--- src/rtl/data_read_ctrl.sv ---
// Captures a fixed-length burst of source words into a buffer under CR start/abort control.
// One-cycle buffer write latency; no buffer backpressure; src_ready is asserted only while capturing.
module data_read_ctrl #(
  parameter int LEN_W   = 16,
  parameter int TIMEOUT = 1024
) (
  input  logic             S_AXI_ACLK,
  input  logic             S_AXI_ARESET,
  input  logic             cr_start,
  input  logic             cr_abort,
  input  logic [LEN_W-1:0] cr_len,
  input  logic             src_valid,
  input  logic [31:0]      src_data,
  output logic             src_ready,
  output logic             buf_we,
  output logic [LEN_W-1:0] buf_addr,
  output logic [31:0]      buf_wdata,
  output logic             sr_busy,
  output logic             sr_done,
  output logic             sr_timeout,
  output logic [LEN_W-1:0] word_cnt,
  output logic             irq
);

  // Idle counter only needs to reach TIMEOUT-1.
  localparam int IDLE_W = (TIMEOUT > 1) ? $clog2(TIMEOUT) : 1;
  localparam logic [IDLE_W-1:0] IDLE_LAST = IDLE_W'(TIMEOUT - 1);

  typedef enum logic [1:0] {
    S_IDLE    = 2'd0,
    S_CAPTURE = 2'd1,
    S_DONE    = 2'd2,
    S_ERR     = 2'd3
  } state_t;

  state_t            state;
  logic [LEN_W-1:0]  len_q;
  logic [IDLE_W-1:0] idle_cnt;

  assign src_ready = (state == S_CAPTURE);
  assign sr_busy   = (state != S_IDLE);

  always_ff @(posedge S_AXI_ACLK or posedge S_AXI_ARESET) begin
    if (S_AXI_ARESET) begin
      state      <= S_IDLE;
      len_q      <= '0;
      idle_cnt   <= '0;
      buf_we     <= 1'b0;
      buf_addr   <= '0;
      buf_wdata  <= '0;
      sr_done    <= 1'b0;
      sr_timeout <= 1'b0;
      word_cnt   <= '0;
      irq        <= 1'b0;
    end else begin
      buf_we <= 1'b0;
      irq    <= 1'b0;
      case (state)
        S_IDLE: begin
          if (cr_start) begin
            word_cnt   <= '0;
            sr_timeout <= 1'b0;
            if (cr_len != '0) begin
              len_q    <= cr_len;
              sr_done  <= 1'b0;
              idle_cnt <= '0;
              state    <= S_CAPTURE;
            end else begin
              state <= S_DONE;
              irq   <= 1'b1;
            end
          end
        end
        S_CAPTURE: begin
          // Abort wins over a same-cycle accept: that word is dropped.
          if (cr_abort) begin
            state <= S_IDLE;
          end else if (src_valid) begin
            buf_we    <= 1'b1;
            buf_addr  <= word_cnt;
            buf_wdata <= src_data;
            word_cnt  <= word_cnt + 1'b1;
            idle_cnt  <= '0;
            if (word_cnt == len_q - 1'b1) begin
              state <= S_DONE;
              irq   <= 1'b1;
            end
          end else if (idle_cnt == IDLE_LAST) begin
            state <= S_ERR;
            irq   <= 1'b1;
          end else begin
            idle_cnt <= idle_cnt + 1'b1;
          end
        end
        S_DONE: begin
          sr_done <= 1'b1;
          state   <= S_IDLE;
        end
        S_ERR: begin
          sr_timeout <= 1'b1;
          state      <= S_IDLE;
        end
        default: state <= S_IDLE;
      endcase
    end
  end

endmodule

--- config.mk ---
export PLATFORM = sky130hd
export DESIGN_NAME = data_read_ctrl
export DESIGN_NICKNAME = d
export VERILOG_FILES = /design/src/rtl/data_read_ctrl.sv
export SDC_FILE = /design/constraint.sdc
export NUM_CORES = 1
export LEC_CHECK = 0
export ABC_AREA = 0
export BUFFER_PORTS_ARGS = -buffer_cell sky130_fd_sc_hd__buf_4
export CAP_MARGIN = 20
export CORE_MARGIN = 4
export CORE_UTILIZATION = 53
export CTS_CLUSTER_DIAMETER = 50
export DETAILED_ROUTE_END_ITERATION = 16
export GPL_ROUTABILITY_DRIVEN = 0
export PLACE_DENSITY = 0.84
export SKIP_CTS_REPAIR_TIMING = 1
export SLEW_MARGIN = 30
export SYNTH_ARGS = -nofsm -noshare
export SYNTH_HDL_FRONTEND = slang
export SYNTH_SLANG_ARGS = --single-unit
--- constraint.sdc ---
create_clock -name S_AXI_ACLK -period 3.9 [get_ports S_AXI_ACLK]
set_input_delay 0.39 -clock S_AXI_ACLK [delete_from_list [all_inputs] [get_ports S_AXI_ACLK]]
set_output_delay 0.39 -clock S_AXI_ACLK [all_outputs]
set_load 0.02 [all_outputs]
==> results of run 1 <==
-- state kept, by name, summed over array words and instances, names as in the netlist --
signal and count:
len_q 16, word_cnt 16, idle_cnt 10, state 2, buf_addr 16, irq 1, sr_done 1, buf_wdata 32
sr_timeout 1, buf_we 1
-- area by class of cell --
type,count,area (sq um)
repair buffers,129,968
flip-flops and latches,96,2400
clock buffers,9,124
well taps,105,131
fillers,639,2530
clock inverters,4,72.6
multi-input cells,359,2060
inverters,11,43.8
-- worst paths after layout --
path | end | slack [ns] | cells past startpoint
min in group S_AXI_ACLK | buf_wdata[23] | 0.22 | 3
hold / removal | buf_wdata[12] | 0.12 | 2
setup reg to reg | irq | 1.13 | 8
max in group asynchronous | buf_wdata[10] | 2.98 | 3
hold reg to reg | buf_wdata[5] | 0.48 | 2
setup / recovery | irq | 1.13 | 8
-- routing by layer --
layer	global-route usage, %	routed length [microns]
met5	0	0
met1	30.7	4760
met3	6.13	889
met2	40.2	5810
met4	7.87	197
-- synth_stat cells, types with 6 or more instances --
cell / instances / area, sq um
sky130_fd_sc_hd__a21oi_1: 6 / 30.0
sky130_fd_sc_hd__and3_1: 6 / 37.5
sky130_fd_sc_hd__clkbuf_1: 16 / 60.1
sky130_fd_sc_hd__dfrtp_1: 96 / 2400
sky130_fd_sc_hd__inv_1: 11 / 41.3
sky130_fd_sc_hd__mux2_2: 16 / 180
sky130_fd_sc_hd__nand2_1: 152 / 571
sky130_fd_sc_hd__nand3_1: 12 / 60.1
sky130_fd_sc_hd__nand4_1: 8 / 50.1
sky130_fd_sc_hd__nor2_1: 28 / 105
sky130_fd_sc_hd__nor3_1: 10 / 50.1
sky130_fd_sc_hd__nor4_1: 7 / 43.8
sky130_fd_sc_hd__o21ai_0: 16 / 80.1
sky130_fd_sc_hd__xnor2_1: 20 / 175
sky130_fd_sc_hd__xor2_1: 15 / 131
-- cell families (layout without fill, tap and decap cells) --
kind of cell | after synthesis | count (layout) | synth area share [%]
compound gates | 47 | 47 | 7.40
buf+inv | 31 | 153 | 2.88
mux | 17 | 17 | 4.14
simple gates | 257 | 257 | 25.9
flops | 96 | 96 | 52.2
fa+ha+maj | 3 | 3 | 0.816
xor+xnor | 35 | 35 | 6.67
-- stage by stage --
stage          hold slack, ns  cells  setup slack (ns)
6_report                0.117    713              1.13
3_5_place_dp            0.464    700              1.22
4_1_cts                 0.211    713              1.18
5_1_grt                 0.160    713             0.917
2_1_floorplan           0.439    486              1.00
3_3_place_gp            0.462    700              1.32
-- power by group --
| group | switching [mW] | internal [mW] |
|---|---|---|
| combinational | 0.496 | 0.388 |
| clock | 0.323 | 0.350 |
| sequential | 0.166 | 1.17 |
==> metrics.json, run 1 <==
{
  "timing.critical_path.max_delay_family": {"value": "compound AO/OA/AOI/OAI gates"},
  "final_clock_period_utilization_by_the_worst_path": {"value": 71.1, "unit": "%"},
  "rows": {"value": 33},
  "setup_viol_count_final": {"value": 0},
  "die-height": {"value": 101, "unit": "microns"},
  "num_antenna_cells": {"value": 0},
  "synth_cell_type_count": {"value": 53},
  "grt_resource_usage_total": {"value": 24.0, "unit": "%"},
  "most_common_cell_after_layout_fill_and_taps_aside": {"value": "sky130_fd_sc_hd__nand2_1"},
  "wire_length_of_the_first_global_routing_pass": {"value": 19500, "unit": "microns"},
  "timing.critical_path.arrival": {"value": 3.06, "unit": "ns"},
  "design.portCount": {"value": 123},
  "synthCells": {"value": 486},
  "buf_inv_on_cp": {"value": 1},
  "worst_setup_path_end_kind": {"value": "register"},
  "postSynthNetCount": {"value": 542},
  "avgSynthCellArea": {"value": 9.46, "unit": "sq um"},
  "run_status": {"value": "finished, final reports clean"},
  "fin_tns_setup": {"value": 0, "unit": "ns"},
  "clock_latency_on_the_worst_skew_pair": {"value": 0.35, "unit": "ns"},
  "fmax": {"value": 0.361, "unit": "GHz"},
  "routed_via_density": {"value": 5.53},
  "pwr_density_cell": {"value": 499, "unit": "nW/um^2"},
  "setup.worst_path.start_class": {"value": "register"},
  "cts_max_level": {"value": 3},
  "dominantRegCellSynth": {"value": "sky130_fd_sc_hd__dfrtp_1"},
  "grt_remaining_overflow": {"value": 0},
  "maximum_number_of_pins_on_one_net_before_global_route_repair": {"value": 50},
  "holdCritPathClass": {"value": "input pin to asynchronous set/reset pin"},
  "tritoncts_clock_tree": {"value": "built"},
  "report.power.total": {"value": 2.90, "unit": "mW"},
  "cellLeakagePower": {"value": 2.88, "unit": "nW"},
  "critical_path.max_fanout": {"value": 7},
  "postSynth.asyncResetShare": {"value": 100, "unit": "%"},
  "max-vdd-ir-drop": {"value": 0.282, "unit": "mV"},
  "drv.max_cap_violation_count": {"value": 0},
  "stdcell_area": {"value": 5810, "unit": "sq um"},
  "worstSetupPathType": {"value": "register to register"},
  "wire_per_inst": {"value": 16.4, "unit": "microns"},
  "cpPeakStageDelay": {"value": 0.59, "unit": "ns"},
  "critical_path.slowest_cell": {"value": "sky130_fd_sc_hd__or4b_1"},
  "finalHoldViolations": {"value": 0},
  "buffer_ports.inserted": {"value": 122},
  "first_iter_violations": {"value": 265},
  "place_hpwl": {"value": 8630, "unit": "microns"},
  "fin_skew": {"value": 0.00652, "unit": "ns"},
  "layout.cells.most_common_list": {"value": "sky130_fd_sc_hd__nand2_1, sky130_fd_sc_hd__buf_4, sky130_fd_sc_hd__dfrtp_1, sky130_fd_sc_hd__nor2_1, sky130_fd_sc_hd__xnor2_1"},
  "root_buffer": {"value": "sky130_fd_sc_hd__clkbuf_8"},
  "drcViolationCount": {"value": 0},
  "worstSetupStartpoint": {"value": "len_q[0]"},
  "dpl-instance-area": {"value": 5610, "unit": "sq um"},
  "grt_pass1_vias": {"value": 4026},
  "drtPass1Iterations": {"value": 4},
  "clk_pin_slew_worst_paths": {"value": 0.09, "unit": "ns"},
  "synth.yosys.warnings": {"value": 0},
  "synth_area": {"value": 4600, "unit": "sq um"},
  "layout_min_cycle_time": {"value": 2.77, "unit": "ns"},
  "start_util": {"value": 55.1, "unit": "%"},
  "antenna_left": {"value": 0},
  "timing.slew.headroom": {"value": 37.3, "unit": "%"},
  "drive_gt1_share": {"value": 28.3, "unit": "%"},
  "design.core.area": {"value": 8340, "unit": "sq um"},
  "cts_buffers": {"value": 9},
  "number_of_synthesized_flops_with_an_enable_pin": {"value": 0},
  "grt_antenna_before_repair": {"value": 0},
  "clockBufferDepth": {"value": 2},
  "report.final.slew_viol_count": {"value": 0},
  "finalCoreUtilization": {"value": 69.6, "unit": "%"},
  "layout.nets": {"value": 662},
  "area_growth_syn_to_layout": {"value": 26.3, "unit": "%"},
  "max_slew.worst_pin.slew": {"value": 0.935, "unit": "ns"},
  "cts.sinks": {"value": 96},
  "ys_seq_elements": {"value": 96},
  "critPathRequiredTime": {"value": 4.19, "unit": "ns"},
  "reg2reg_from": {"value": "len_q[0]"},
  "synth.yosys.seq_area_share": {"value": 52.2, "unit": "%"},
  "path_cells": {"value": "inv_1, ha_1, or4b_1, a2111oi_2, a211oi_1, a2111o_1, nor4_2, a21bo_1"},
  "fp.dieArea": {"value": 10200, "unit": "sq um"},
  "vias": {"value": 3946},
  "wl": {"value": 11700, "unit": "microns"},
  "floorplan.die.width": {"value": 101, "unit": "microns"},
  "rsz0062_at_grt": {"value": "no"}
}
(Power assumes the default switching activity.)
==> run 2, diff against run 1 <==
--- a/config.mk
+++ b/config.mk
@@ -9,11 +9,11 @@
 export BUFFER_PORTS_ARGS = -buffer_cell sky130_fd_sc_hd__buf_4
 export CAP_MARGIN = 20
 export CORE_MARGIN = 4
-export CORE_UTILIZATION = 53
+export CORE_UTILIZATION = 48
 export CTS_CLUSTER_DIAMETER = 50
 export DETAILED_ROUTE_END_ITERATION = 16
 export GPL_ROUTABILITY_DRIVEN = 0
-export PLACE_DENSITY = 0.84
+export PLACE_DENSITY = 0.81
 export SKIP_CTS_REPAIR_TIMING = 1
 export SLEW_MARGIN = 30
 export SYNTH_ARGS = -nofsm -noshare
==> constraint.sdc (replaced) <==
create_clock -name S_AXI_ACLK -period 2.5 [get_ports S_AXI_ACLK]
set_input_delay 0.25 -clock S_AXI_ACLK [delete_from_list [all_inputs] [get_ports S_AXI_ACLK]]
set_output_delay 0.25 -clock S_AXI_ACLK [all_outputs]
set_load 0.02 [all_outputs]
==> metrics.json, run 2 (synthesis gave the netlist of run 1 again) <==
{
  "most_common_cell_after_layout_fill_and_taps_aside": {"value": "sky130_fd_sc_hd__nand2_1"},
  "setup.worst_path.start_class": {"value": "register"},
  "max-vdd-ir-drop": {"value": 0.548, "unit": "mV"},
  "drv.max_cap_violation_count": {"value": 0},
  "cts_buffers": {"value": 9},
  "design.portCount": {"value": 123},
  "routed_via_density": {"value": 5.33},
  "grt_pass1_vias": {"value": 3983},
  "maximum_number_of_pins_on_one_net_before_global_route_repair": {"value": 56},
  "fin_skew": {"value": 0.0136, "unit": "ns"},
  "clock_latency_on_the_worst_skew_pair": {"value": 0.36, "unit": "ns"},
  "place_hpwl": {"value": 8870, "unit": "microns"},
  "pwr_density_cell": {"value": 775, "unit": "nW/um^2"},
  "worst_setup_path_end_kind": {"value": "register"},
  "worstSetupPathType": {"value": "register to register"},
  "holdCritPathClass": {"value": "input pin to register"},
  "wire_length_of_the_first_global_routing_pass": {"value": 19700, "unit": "microns"},
  "vias": {"value": 4025},
  "layout.cells.most_common_list": {"value": "sky130_fd_sc_hd__nand2_1, sky130_fd_sc_hd__buf_4, sky130_fd_sc_hd__dfrtp_1, sky130_fd_sc_hd__nor2_1, sky130_fd_sc_hd__xnor2_1"},
  "setup_viol_count_final": {"value": 0},
  "finalHoldViolations": {"value": 0},
  "fp.dieArea": {"value": 11200, "unit": "sq um"},
  "num_antenna_cells": {"value": 0},
  "wl": {"value": 12000, "unit": "microns"},
  "layout_min_cycle_time": {"value": 2.43, "unit": "ns"},
  "cts.sinks": {"value": 96},
  "report.final.slew_viol_count": {"value": 0},
  "tritoncts_clock_tree": {"value": "built"},
  "critical_path.max_fanout": {"value": 5},
  "wire_per_inst": {"value": 15.9, "unit": "microns"},
  "clk_pin_slew_worst_paths": {"value": 0.10, "unit": "ns"},
  "timing.slew.headroom": {"value": 51.5, "unit": "%"},
  "max_slew.worst_pin.slew": {"value": 0.721, "unit": "ns"},
  "grt_antenna_before_repair": {"value": 0},
  "fmax": {"value": 0.412, "unit": "GHz"},
  "antenna_left": {"value": 0},
  "grt_remaining_overflow": {"value": 0},
  "fin_tns_setup": {"value": 0, "unit": "ns"},
  "root_buffer": {"value": "sky130_fd_sc_hd__clkbuf_8"},
  "area_growth_syn_to_layout": {"value": 32.4, "unit": "%"},
  "rows": {"value": 35},
  "drcViolationCount": {"value": 0},
  "finalCoreUtilization": {"value": 65.6, "unit": "%"},
  "final_clock_period_utilization_by_the_worst_path": {"value": 97.1, "unit": "%"},
  "start_util": {"value": 49.5, "unit": "%"},
  "worstSetupStartpoint": {"value": "len_q[1]"},
  "cellLeakagePower": {"value": 2.99, "unit": "nW"},
  "holdWs": {"value": 0.0619, "unit": "ns"},
  "largest_register": {"value": "buf_wdata"},
  "flip_flop_count_of_the_largest_register_all_copies_and_words_added": {"value": 32},
  "first_iter_violations": {"value": 266},
  "buffer_ports.inserted": {"value": 122},
  "drtPass1Iterations": {"value": 4},
  "die-height": {"value": 106, "unit": "microns"},
  "cts_max_level": {"value": 3},
  "clockBufferDepth": {"value": 2},
  "drive_gt1_share": {"value": 31.3, "unit": "%"},
  "layout.nets": {"value": 677},
  "timing.critical_path.arrival": {"value": 2.73, "unit": "ns"},
  "run_status": {"value": "finished, final reports clean"},
  "holdCritStartpoint": {"value": "src_data[16]"},
  "floorplan.die.width": {"value": 106, "unit": "microns"},
  "reg2reg_from": {"value": "len_q[1]"},
  "grt_resource_usage_total": {"value": 22.0, "unit": "%"},
  "critPathRequiredTime": {"value": 2.81, "unit": "ns"},
  "design.core.area": {"value": 9280, "unit": "sq um"}
}
-- run 2: power breakdown --
| part | internal [mW] | switching (mW) | leakage [nW] |
|---|---|---|---|
| Clock | 0.574 | 0.570 | 0.110 |
| Combinational | 0.667 | 0.856 | 1.63 |
| Sequential | 1.83 | 0.223 | 1.25 |
| Total | 3.07 | 1.65 | 2.99 |
-- run 2: metrics by stage --
step                      area (sq um)  power [mW]  setup WS [ns]  cells
final                             6090        4.72         0.0735    755
after global routing              6090        4.99       -0.00705    755
after CTS                         5980        4.69        -0.0728    753
after detailed placement          5750        3.55        -0.0466    737
after global placement            5750        3.50         0.0531    737
after floorplan                   4600        2.89         0.0180    486
-- run 2: critical path: stages, from the launching register on --
cell and delay, ns:
sky130_fd_sc_hd__dfrtp_1 0.39, sky130_fd_sc_hd__inv_1 0.10, sky130_fd_sc_hd__ha_4 0.16, sky130_fd_sc_hd__or4b_4 0.49
sky130_fd_sc_hd__buf_4 0.18, sky130_fd_sc_hd__xnor2_1 0.14, sky130_fd_sc_hd__a211oi_1 0.09, sky130_fd_sc_hd__a2111o_1 0.48
sky130_fd_sc_hd__nor4_4 0.20, sky130_fd_sc_hd__a21bo_1 0.15
-- run 2: final timing paths --
check,to,depth (start not counted),slack (ns)
setup / recovery,state[1],9,0.07
hold / removal,buf_wdata[16],3,0.06
setup reg to reg,state[1],9,0.07
hold reg to reg,buf_addr[12],2,0.48
max in group asynchronous,len_q[7],4,1.35
min in group asynchronous,buf_wdata[14],3,0.48
-- run 2: final cells by class --
type | count | area [sq um]
Timing Repair Buffer | 144 | 1100
Fill cell | 755 | 3200
Multi-Input combinational cell | 359 | 2160
Clock inverter | 7 | 103
Tap cell | 129 | 161
Inverter | 11 | 45.0
Sequential cell | 96 | 2400
Clock buffer | 9 | 124
-- run 2: routing by layer --
layer | track usage [%] | part of all wire, %
met1 | 27.1 | 41
met2 | 37.1 | 50
met3 | 5.76 | 7.0
met4 | 8.51 | 2.2
met5 | 0 | 0
